<file path="src/rtl/pc_fetch_unit.sv">
// Stage-1 fetch unit: holds the architectural PC and runs a req/ack instruction fetch into IR.
// Optional macro PC_FETCH_ALIGN_CHECK_EN rejects misaligned PC loads and raises a sticky misalign_err.
module pc_fetch_unit #(
    parameter logic [31:0] RESET_PC       = 32'h0000_0000,
    parameter int unsigned TIMEOUT_CYCLES = 16
) (
    input  logic        clk,
    input  logic        reset,
    input  logic [31:0] pc_src,
    input  logic        pc_write,
    input  logic        pc_write_cond,
    input  logic        alu_zero,
    input  logic        fetch_start,
    output logic        imem_req,
    output logic [31:0] imem_addr,
    input  logic        imem_ack,
    input  logic [31:0] imem_rdata,
    output logic [31:0] pc,
    output logic [31:0] pc_plus4,
    output logic [31:0] ir,
    output logic [25:0] jta,
    output logic        busy,
    output logic        fetch_done,
    output logic        fetch_err,
    output logic        misalign_err
);
    localparam int unsigned   CW       = (TIMEOUT_CYCLES > 1) ? $clog2(TIMEOUT_CYCLES) : 1;
    localparam logic [CW-1:0] CNT_LAST = CW'(TIMEOUT_CYCLES - 1);

    typedef enum logic [0:0] {
        ST_IDLE = 1'b0,
        ST_REQ  = 1'b1
    } state_t;

    state_t        state_q;
    logic [31:0]   addr_q;
    logic [CW-1:0] cnt_q;
    logic [31:0]   ir_q;
    logic [31:0]   pp4_q;
    logic [31:0]   pc_q;
    logic [31:0]   pc_d;
    logic          mis_q;
    logic          mis_d;
    logic          done_q;
    logic          err_q;
    logic          load_s;
    logic          start_s;

    assign load_s = pc_write | (pc_write_cond & alu_zero);

    // Next PC value, misalignment flag and fetch-start qualification
    always_comb begin
        pc_d = pc_q;
        mis_d = mis_q;
`ifdef PC_FETCH_ALIGN_CHECK_EN
        if (load_s) begin
            if (pc_src[1:0] != 2'b00) begin
                mis_d = 1'b1;
            end else begin
                pc_d = pc_src;
            end
        end else begin
            pc_d = pc_q;
        end
        start_s = fetch_start & ~mis_q;
`else
        if (load_s) begin
            pc_d = {pc_src[31:2], 2'b00};
        end else begin
            pc_d = pc_q;
        end
        mis_d   = 1'b0;
        start_s = fetch_start;
`endif
    end

    // Architectural PC and sticky misalignment register
    always_ff @(posedge clk or negedge reset) begin
        if (!reset) begin
            pc_q  <= RESET_PC;
            mis_q <= 1'b0;
        end else begin
            pc_q  <= pc_d;
            mis_q <= mis_d;
        end
    end

    // Fetch FSM; imem_addr is latched at start so later PC loads never disturb it
    always_ff @(posedge clk or negedge reset) begin
        if (!reset) begin
            state_q <= ST_IDLE;
            addr_q  <= 32'h0000_0000;
            cnt_q   <= '0;
            ir_q    <= 32'h0000_0000;
            pp4_q   <= RESET_PC + 32'd4;
            done_q  <= 1'b0;
            err_q   <= 1'b0;
        end else begin
            done_q <= 1'b0;
            err_q  <= 1'b0;
            case (state_q)
                ST_IDLE: begin
                    if (start_s) begin
                        addr_q  <= pc_q;
                        cnt_q   <= '0;
                        state_q <= ST_REQ;
                    end
                end
                ST_REQ: begin
                    // An ack on the last allowed cycle still wins over the timeout
                    if (imem_ack) begin
                        ir_q    <= imem_rdata;
                        pp4_q   <= addr_q + 32'd4;
                        done_q  <= 1'b1;
                        state_q <= ST_IDLE;
                    end else if ((TIMEOUT_CYCLES != 32'd0) && (cnt_q == CNT_LAST)) begin
                        err_q   <= 1'b1;
                        state_q <= ST_IDLE;
                    end else begin
                        cnt_q <= cnt_q + CW'(1);
                    end
                end
                default: begin
                    state_q <= ST_IDLE;
                end
            endcase
        end
    end

    assign imem_req     = (state_q == ST_REQ);
    assign busy         = (state_q == ST_REQ);
    assign imem_addr    = addr_q;
    assign pc           = pc_q;
    assign pc_plus4     = pp4_q;
    assign ir           = ir_q;
    assign jta          = ir_q[25:0];
    assign fetch_done   = done_q;
    assign fetch_err    = err_q;
    assign misalign_err = mis_q;

endmodule

</file>
<file path="config.mk">
export PLATFORM = sky130hd
export DESIGN_NAME = pc_fetch_unit
export DESIGN_NICKNAME = d
export VERILOG_FILES = /design/src/rtl/pc_fetch_unit.sv
export SDC_FILE = /design/constraint.sdc
export NUM_CORES = 1
export LEC_CHECK = 0
export CAP_MARGIN = 30
export CORE_MARGIN = 4
export CORE_UTILIZATION = 39
export CTS_CLUSTER_DIAMETER = 60
export DETAILED_ROUTE_END_ITERATION = 8
export HOLD_SLACK_MARGIN = 0.03
export PLACE_DENSITY = 0.73
export SLEW_MARGIN = 20
export SYNTH_ARGS = -nofsm -noshare
export SYNTH_HDL_FRONTEND = slang
export SYNTH_SLANG_ARGS = --single-unit
</file>
<file path="constraint.sdc">
create_clock -name clk -period 1.9 [get_ports clk]
set_clock_uncertainty 0.05 [all_clocks]
set_input_delay 0.38 -clock clk [delete_from_list [all_inputs] [get_ports clk]]
set_output_delay 0.38 -clock clk [all_outputs]
set_load 0.01 [all_outputs]
</file>
Word level (Yosys, flattened, before mapping)
Cells that the tools add are included.

Bits in registers: 131. Latch bits: 0. Memory bits (writable): 0. Memory bits (read-only): 0. Logic and storage cells: 33. Memories kept: 0.

Add/sub/neg operators: 2. Multipliers: 0. Divide/modulo/power cells: 0. $lt $le $gt $ge: 0. Equality and inequality tests: 4. Shift operators: 0. Muxes and demuxes: 13. Bitwise operators: 3. Reduce and logical (&&, ||, !) cells: 3.

Operators with widths (count): adder 32 x 3 -> 32 bit (second input constant) (1); two-way mux 4 bit (3); two-way mux 1 bit (8); case mux 4 bit (2 select lines) (1); != test 2 bit (second input constant) (3); adder 4 x 1 -> 4 bit (second input constant) (1); equality test 4 bit (second input constant) (1); AND reduction 2 bit (2); AND reduction 3 bit (1); case mux 1 bit (2 select lines) (1); bitwise AND 1 bit (1); NOT 1 bit (1); bitwise OR 1 bit (1).

Logic depth before layout (Yosys ltp)
Depth after elaboration: 4. Gate-level depth with buffers: 7. Depth with buffers taken out: 5.

Worst setup path before layout
OpenSTA, ideal clock, no wires.

Path kind: register -> register. Start: reg addr_q[8], in the netlist imem_addr[8]. End: reg pp4_q[27], in the netlist pc_plus4[27]. Setup time: 0.082 ns. Data arrival time: 2.007 ns. Required time: 1.768 ns. Slack: -0.239 ns. Cell stages (with the launch flop): 7. Cell sequence: dfrtp_1 > nand4_4 > or4_1 > buf_2 > buf_6 > or4_1 > a31oi_1.

Cells in the longest elaborated chain, start to end: 1.

RTL lines: start: declaration (RTL line 36) `logic [31:0] addr_q;`; start signal: assignment (RTL line 104) `addr_q <= pc_q;`; adder 32 x 3 -> 32 bit (RTL line 113) `pp4_q <= addr_q + 32'd4;`; end signal: assignment (RTL line 95) `pp4_q <= RESET_PC + 32'd4;`; end signal: assignment (RTL line 113); end: declaration (RTL line 39) `logic [31:0] pp4_q;`.

Every way passes these cells. A chain may end at the register's enable or synchronous reset.

Worst setup path in the final report
Start: reg addr_q[11], in the netlist imem_addr[11]. End: reg pp4_q[28], in the netlist pc_plus4[28].

The elaborated chain is that of the path after synthesis.

==> impl_metrics.prom <==
# TYPE chip_impl_metric gauge
chip_impl_info{name="cts_root_buffer",value="sky130_fd_sc_hd__clkbuf_16"} 1
chip_impl_metric{name="data_required_time_of_the_critical_path",unit="ns"} 2.18
chip_impl_metric{name="final_cell_area_excluding_filler_cells",unit="sq mm"} 0.00884
chip_impl_metric{name="antenna-diode-count",unit=""} 0
chip_impl_metric{name="boundaryPins",unit=""} 230
chip_impl_info{name="setup.worst_path.class",value="flip-flop to flip-flop"} 1
chip_impl_metric{name="drt_pass1_iterations",unit=""} 4
chip_impl_metric{name="flip_flop_and_latch_count_after_synthesis",unit=""} 129
chip_impl_info{name="worstSetupEndpointType",value="flip-flop"} 1
chip_impl_metric{name="crit_path_max_incr_delay",unit="ns"} 0.51
chip_impl_metric{name="initial_utilization",unit="%"} 40.4
chip_impl_metric{name="final.period_utilization",unit="%"} 100
chip_impl_metric{name="final_weighted_congestion_of_routability_driven_global_placement",unit=""} 0.843
chip_impl_metric{name="syn-mean-instance-area",unit="sq um"} 10.7
chip_impl_info{name="start_kind",value="flip-flop"} 1
chip_impl_metric{name="drt_iter0_drc",unit=""} 301
chip_impl_metric{name="drt_wl_total",unit="um"} 15600
chip_impl_info{name="run_status",value="finished with violations"} 1
chip_impl_info{name="hp-class",value="primary input to async pin"} 1
chip_impl_metric{name="report.final.setup_viol",unit=""} 2
chip_impl_metric{name="clock_insertion_delay_worst_skew",unit="ns"} 0.42
chip_impl_metric{name="crit_arrival",unit="ns"} 2.19
chip_impl_metric{name="drc_viols",unit=""} 0
chip_impl_metric{name="cap_viol_max_count",unit=""} 0
chip_impl_metric{name="vias_in_the_first_global_route",unit=""} 4739
chip_impl_metric{name="final_layout_size_suffix_gt1_share",unit="%"} 21.1
chip_impl_metric{name="power.ir.vdd_worst",unit="uV"} 589
chip_impl_metric{name="grt_start_max_net_pins",unit=""} 48
chip_impl_metric{name="post-place-cells",unit=""} 919
chip_impl_metric{name="detail_route.wl_per_cell",unit="um"} 16.3
chip_impl_info{name="timing.critical_path.max_delay_family",value="simple AND/OR/NAND/NOR gates"} 1
chip_impl_metric{name="power.share.switching",unit="%"} 30.5
chip_impl_metric{name="clock_power_share",unit="%"} 27.8
chip_impl_metric{name="reg2reg_slack",unit="ns"} -0.009
chip_impl_metric{name="dpl-instance-area",unit="sq mm"} 0.00822
chip_impl_metric{name="fp.dieH",unit="um"} 129
chip_impl_metric{name="crit_buf_inv",unit=""} 1
chip_impl_metric{name="die_w",unit="um"} 129
chip_impl_metric{name="ctsHtreeMaxLevel",unit=""} 4
chip_impl_metric{name="io_buffers",unit=""} 220
chip_impl_metric{name="setup_ws",unit="ns"} -0.00933
chip_impl_metric{name="fin_cells",unit=""} 957
chip_impl_metric{name="switchingPower",unit="W"} 0.00321
chip_impl_metric{name="seq_power_share",unit="%"} 37.3
chip_impl_metric{name="die_area",unit="sq mm"} 0.0165
chip_impl_metric{name="power_per_cell_area",unit="mW/mm^2"} 1190
chip_impl_info{name="synthFlopType",value="sky130_fd_sc_hd__dfrtp_1"} 1
chip_impl_info{name="most_common_library_cell_in_the_layout_ignoring_fill_and_taps",value="sky130_fd_sc_hd__clkdlybuf4s50_1"} 1
chip_impl_metric{name="synthDistinctLibCells",unit=""} 39
chip_impl_metric{name="postSynth.asyncResetShare",unit="%"} 100
chip_impl_metric{name="combinationalPowerShare",unit="%"} 34.9
chip_impl_info{name="tritoncts",value="built"} 1
chip_impl_info{name="path_cells",value="nand4_4 -> or4_4 -> buf_8 -> or4_1 -> a31oi_1"} 1
chip_impl_metric{name="finalNetCount",unit=""} 837
chip_impl_metric{name="cts_buffer_count",unit=""} 17
chip_impl_metric{name="design.core.area",unit="sq mm"} 0.0140
chip_impl_metric{name="post_synth_inst_count",unit=""} 528
chip_impl_info{name="most-common-layout-cells",value="sky130_fd_sc_hd__clkdlybuf4s50_1, sky130_fd_sc_hd__nand2_1, sky130_fd_sc_hd__dfrtp_1"} 1
chip_impl_metric{name="maxClockFrequency",unit="MHz"} 524
chip_impl_metric{name="area_growth_syn_to_layout",unit="%"} 55.9
chip_impl_metric{name="grt_remaining_overflow",unit=""} 0
chip_impl_info{name="crit_slowest_cell",value="sky130_fd_sc_hd__or4_4"} 1
chip_impl_metric{name="slew_violations",unit=""} 0
chip_impl_metric{name="clk_pin_slew",unit="ns"} 0.05
chip_impl_metric{name="post-dp-hpwl",unit="um"} 11700
chip_impl_metric{name="synth_enable_flop_cells",unit=""} 0
chip_impl_metric{name="clockBufferDepth",unit=""} 2
chip_impl_metric{name="placementRows",unit=""} 43
chip_impl_metric{name="final_antenna_net_count",unit=""} 0
chip_impl_metric{name="synth.cell_area",unit="sq mm"} 0.00567
chip_impl_metric{name="share_of_synthesized_area_occupied_by_flip_flops_and_latches",unit="%"} 56.9
chip_impl_metric{name="final_number_of_hold_violating_endpoints",unit=""} 0
chip_impl_metric{name="initial_antenna_violation_count",unit=""} 0
chip_impl_metric{name="critical_path_peak_fanout",unit=""} 9
chip_impl_metric{name="tritoncts_num_sinks",unit=""} 129
chip_impl_metric{name="vias",unit=""} 4693
chip_impl_metric{name="grt_first_pass_wirelength",unit="um"} 24300
chip_impl_metric{name="gr-usage-all-layers",unit="%"} 18.9
chip_impl_metric{name="yosysWarningCount",unit=""} 0
chip_impl_metric{name="post-route-min-period",unit="ns"} 1.91
chip_impl_metric{name="intPower",unit="W"} 0.00731
chip_impl_metric{name="p_leak",unit="nW"} 3.87
chip_impl_metric{name="report.power.total",unit="W"} 0.0105
chip_impl_info{name="rsz0062_at_grt",value="yes"} 1
chip_impl_metric{name="avgViaCountPerCell",unit=""} 4.90
chip_impl_info{name="violations",value="setup timing"} 1
## worst register-to-register path, stage by stage (launching register included)
cell	delay (ns)
sky130_fd_sc_hd__dfrtp_2	0.38
sky130_fd_sc_hd__nand4_4	0.14
sky130_fd_sc_hd__or4_4	0.51
sky130_fd_sc_hd__buf_8	0.15
sky130_fd_sc_hd__or4_1	0.46
sky130_fd_sc_hd__a31oi_1	0.14
## timing repair
action / CTS / global route
setup buffers: 4 / 1
gates resized for setup: 23 / 18
endpoints found under the hold margin: 26 / 0
setup endpoints to repair: 28 / 21
hold buffers: 1 / 0
pin swaps: 7 / 4
## path summary, 6_finish.rpt
check	start	end	depth (start not counted)
worst max-delay path	imem_addr[11]	pc_plus4[28]	5
worst max register to register	imem_addr[11]	pc_plus4[28]	5
worst min register to register	pc_plus4[14]	pc_plus4[14]	2
min in group clk	pc_plus4[14]	pc_plus4[14]	2
worst min-delay path	reset	pc[12]	2
max in group asynchronous	reset	pc_plus4[2]	3
## metal layers
layer | global-route usage (%) | wire, um | vias up
li1 | - | - | 2246
met1 | 21.8 | 6160 | 2232
met2 | 31.4 | 7610 | 190
met4 | 7.04 | 310 | 0
met5 | 0 | 0 | -
met3 | 7.93 | 1540 | 25
## sequential cells by signal, summed over array words and instances, names as in the netlist
name / cells
busy: 1
cnt_q: 4
fetch_done: 1
fetch_err: 1
imem_addr: 30
ir: 32
pc: 30
pc_plus4: 30
## cell usage after synthesis (3+ instances only)
cell / number / share of area (%)
sky130_fd_sc_hd__nor2_1: 15 / 0.99
sky130_fd_sc_hd__and3_1: 3 / 0.33
sky130_fd_sc_hd__o31ai_1: 10 / 1.3
sky130_fd_sc_hd__mux2_2: 57 / 11
sky130_fd_sc_hd__or4_1: 13 / 1.7
sky130_fd_sc_hd__nand3_1: 17 / 1.5
sky130_fd_sc_hd__nand3b_1: 3 / 0.40
sky130_fd_sc_hd__xor2_1: 5 / 0.77
sky130_fd_sc_hd__inv_1: 4 / 0.26
sky130_fd_sc_hd__nor4_1: 4 / 0.44
sky130_fd_sc_hd__xnor2_1: 8 / 1.2
sky130_fd_sc_hd__a31oi_1: 12 / 1.3
sky130_fd_sc_hd__nand2_1: 132 / 8.7
sky130_fd_sc_hd__clkbuf_1: 23 / 1.5
sky130_fd_sc_hd__o21ai_0: 21 / 1.9
sky130_fd_sc_hd__buf_4: 34 / 4.5
sky130_fd_sc_hd__nand4_1: 9 / 0.99
sky130_fd_sc_hd__dfrtp_1: 128 / 56
## per-stage QoR
stage               setup WS, ns  setup TNS [ns]  utilization, %  hold slack [ns]
floorplan                 -0.138          -0.490               -           0.0344
global placement         -0.0683          -0.200            58.5            0.183
detailed placement        -0.131          -0.485            58.5            0.184
CTS                      -0.0154         -0.0320            62.6            0.301
global route             -0.0434          -0.192            63.0            0.334
finish                  -0.00933         -0.0184            63.0            0.321
## power by group through the flow
stage	combinational [W]	sequential, W	clock (W)
after CTS	0.00372	0.00392	0.00300
after floorplan	0.00116	0.00426	0
after global routing	0.00397	0.00401	0.00315
after detailed placement	0.00374	0.00397	0
final	0.00367	0.00392	0.00293
after global placement	0.00369	0.00392	0
## area by class of cell
| class | count | area [sq um] |
|---|---|---|
| Fill cell | 1086 | 5200 |
| Sequential cell | 129 | 3240 |
| Timing Repair Buffer | 272 | 2680 |
| Multi-Input combinational cell | 339 | 2150 |
| Clock buffer | 25 | 465 |
| Tap cell | 180 | 225 |
| Clock inverter | 7 | 62.6 |
| Inverter | 5 | 18.8 |
## cell families after synthesis
kind of cell | after synthesis | share of synthesized area [%]
AO/OA/AOI/OAI | 49 | 5.25
adder cells (fa/ha/maj) | 2 | 0.441
buffers and inverters | 66 | 6.77
XOR/XNOR | 13 | 2.01
AND/OR/NAND/NOR | 210 | 17.0
other | 1 | 0.0661
flip-flops | 129 | 56.9
multiplexers | 58 | 11.5
Power figures use the tool's default switching activity.
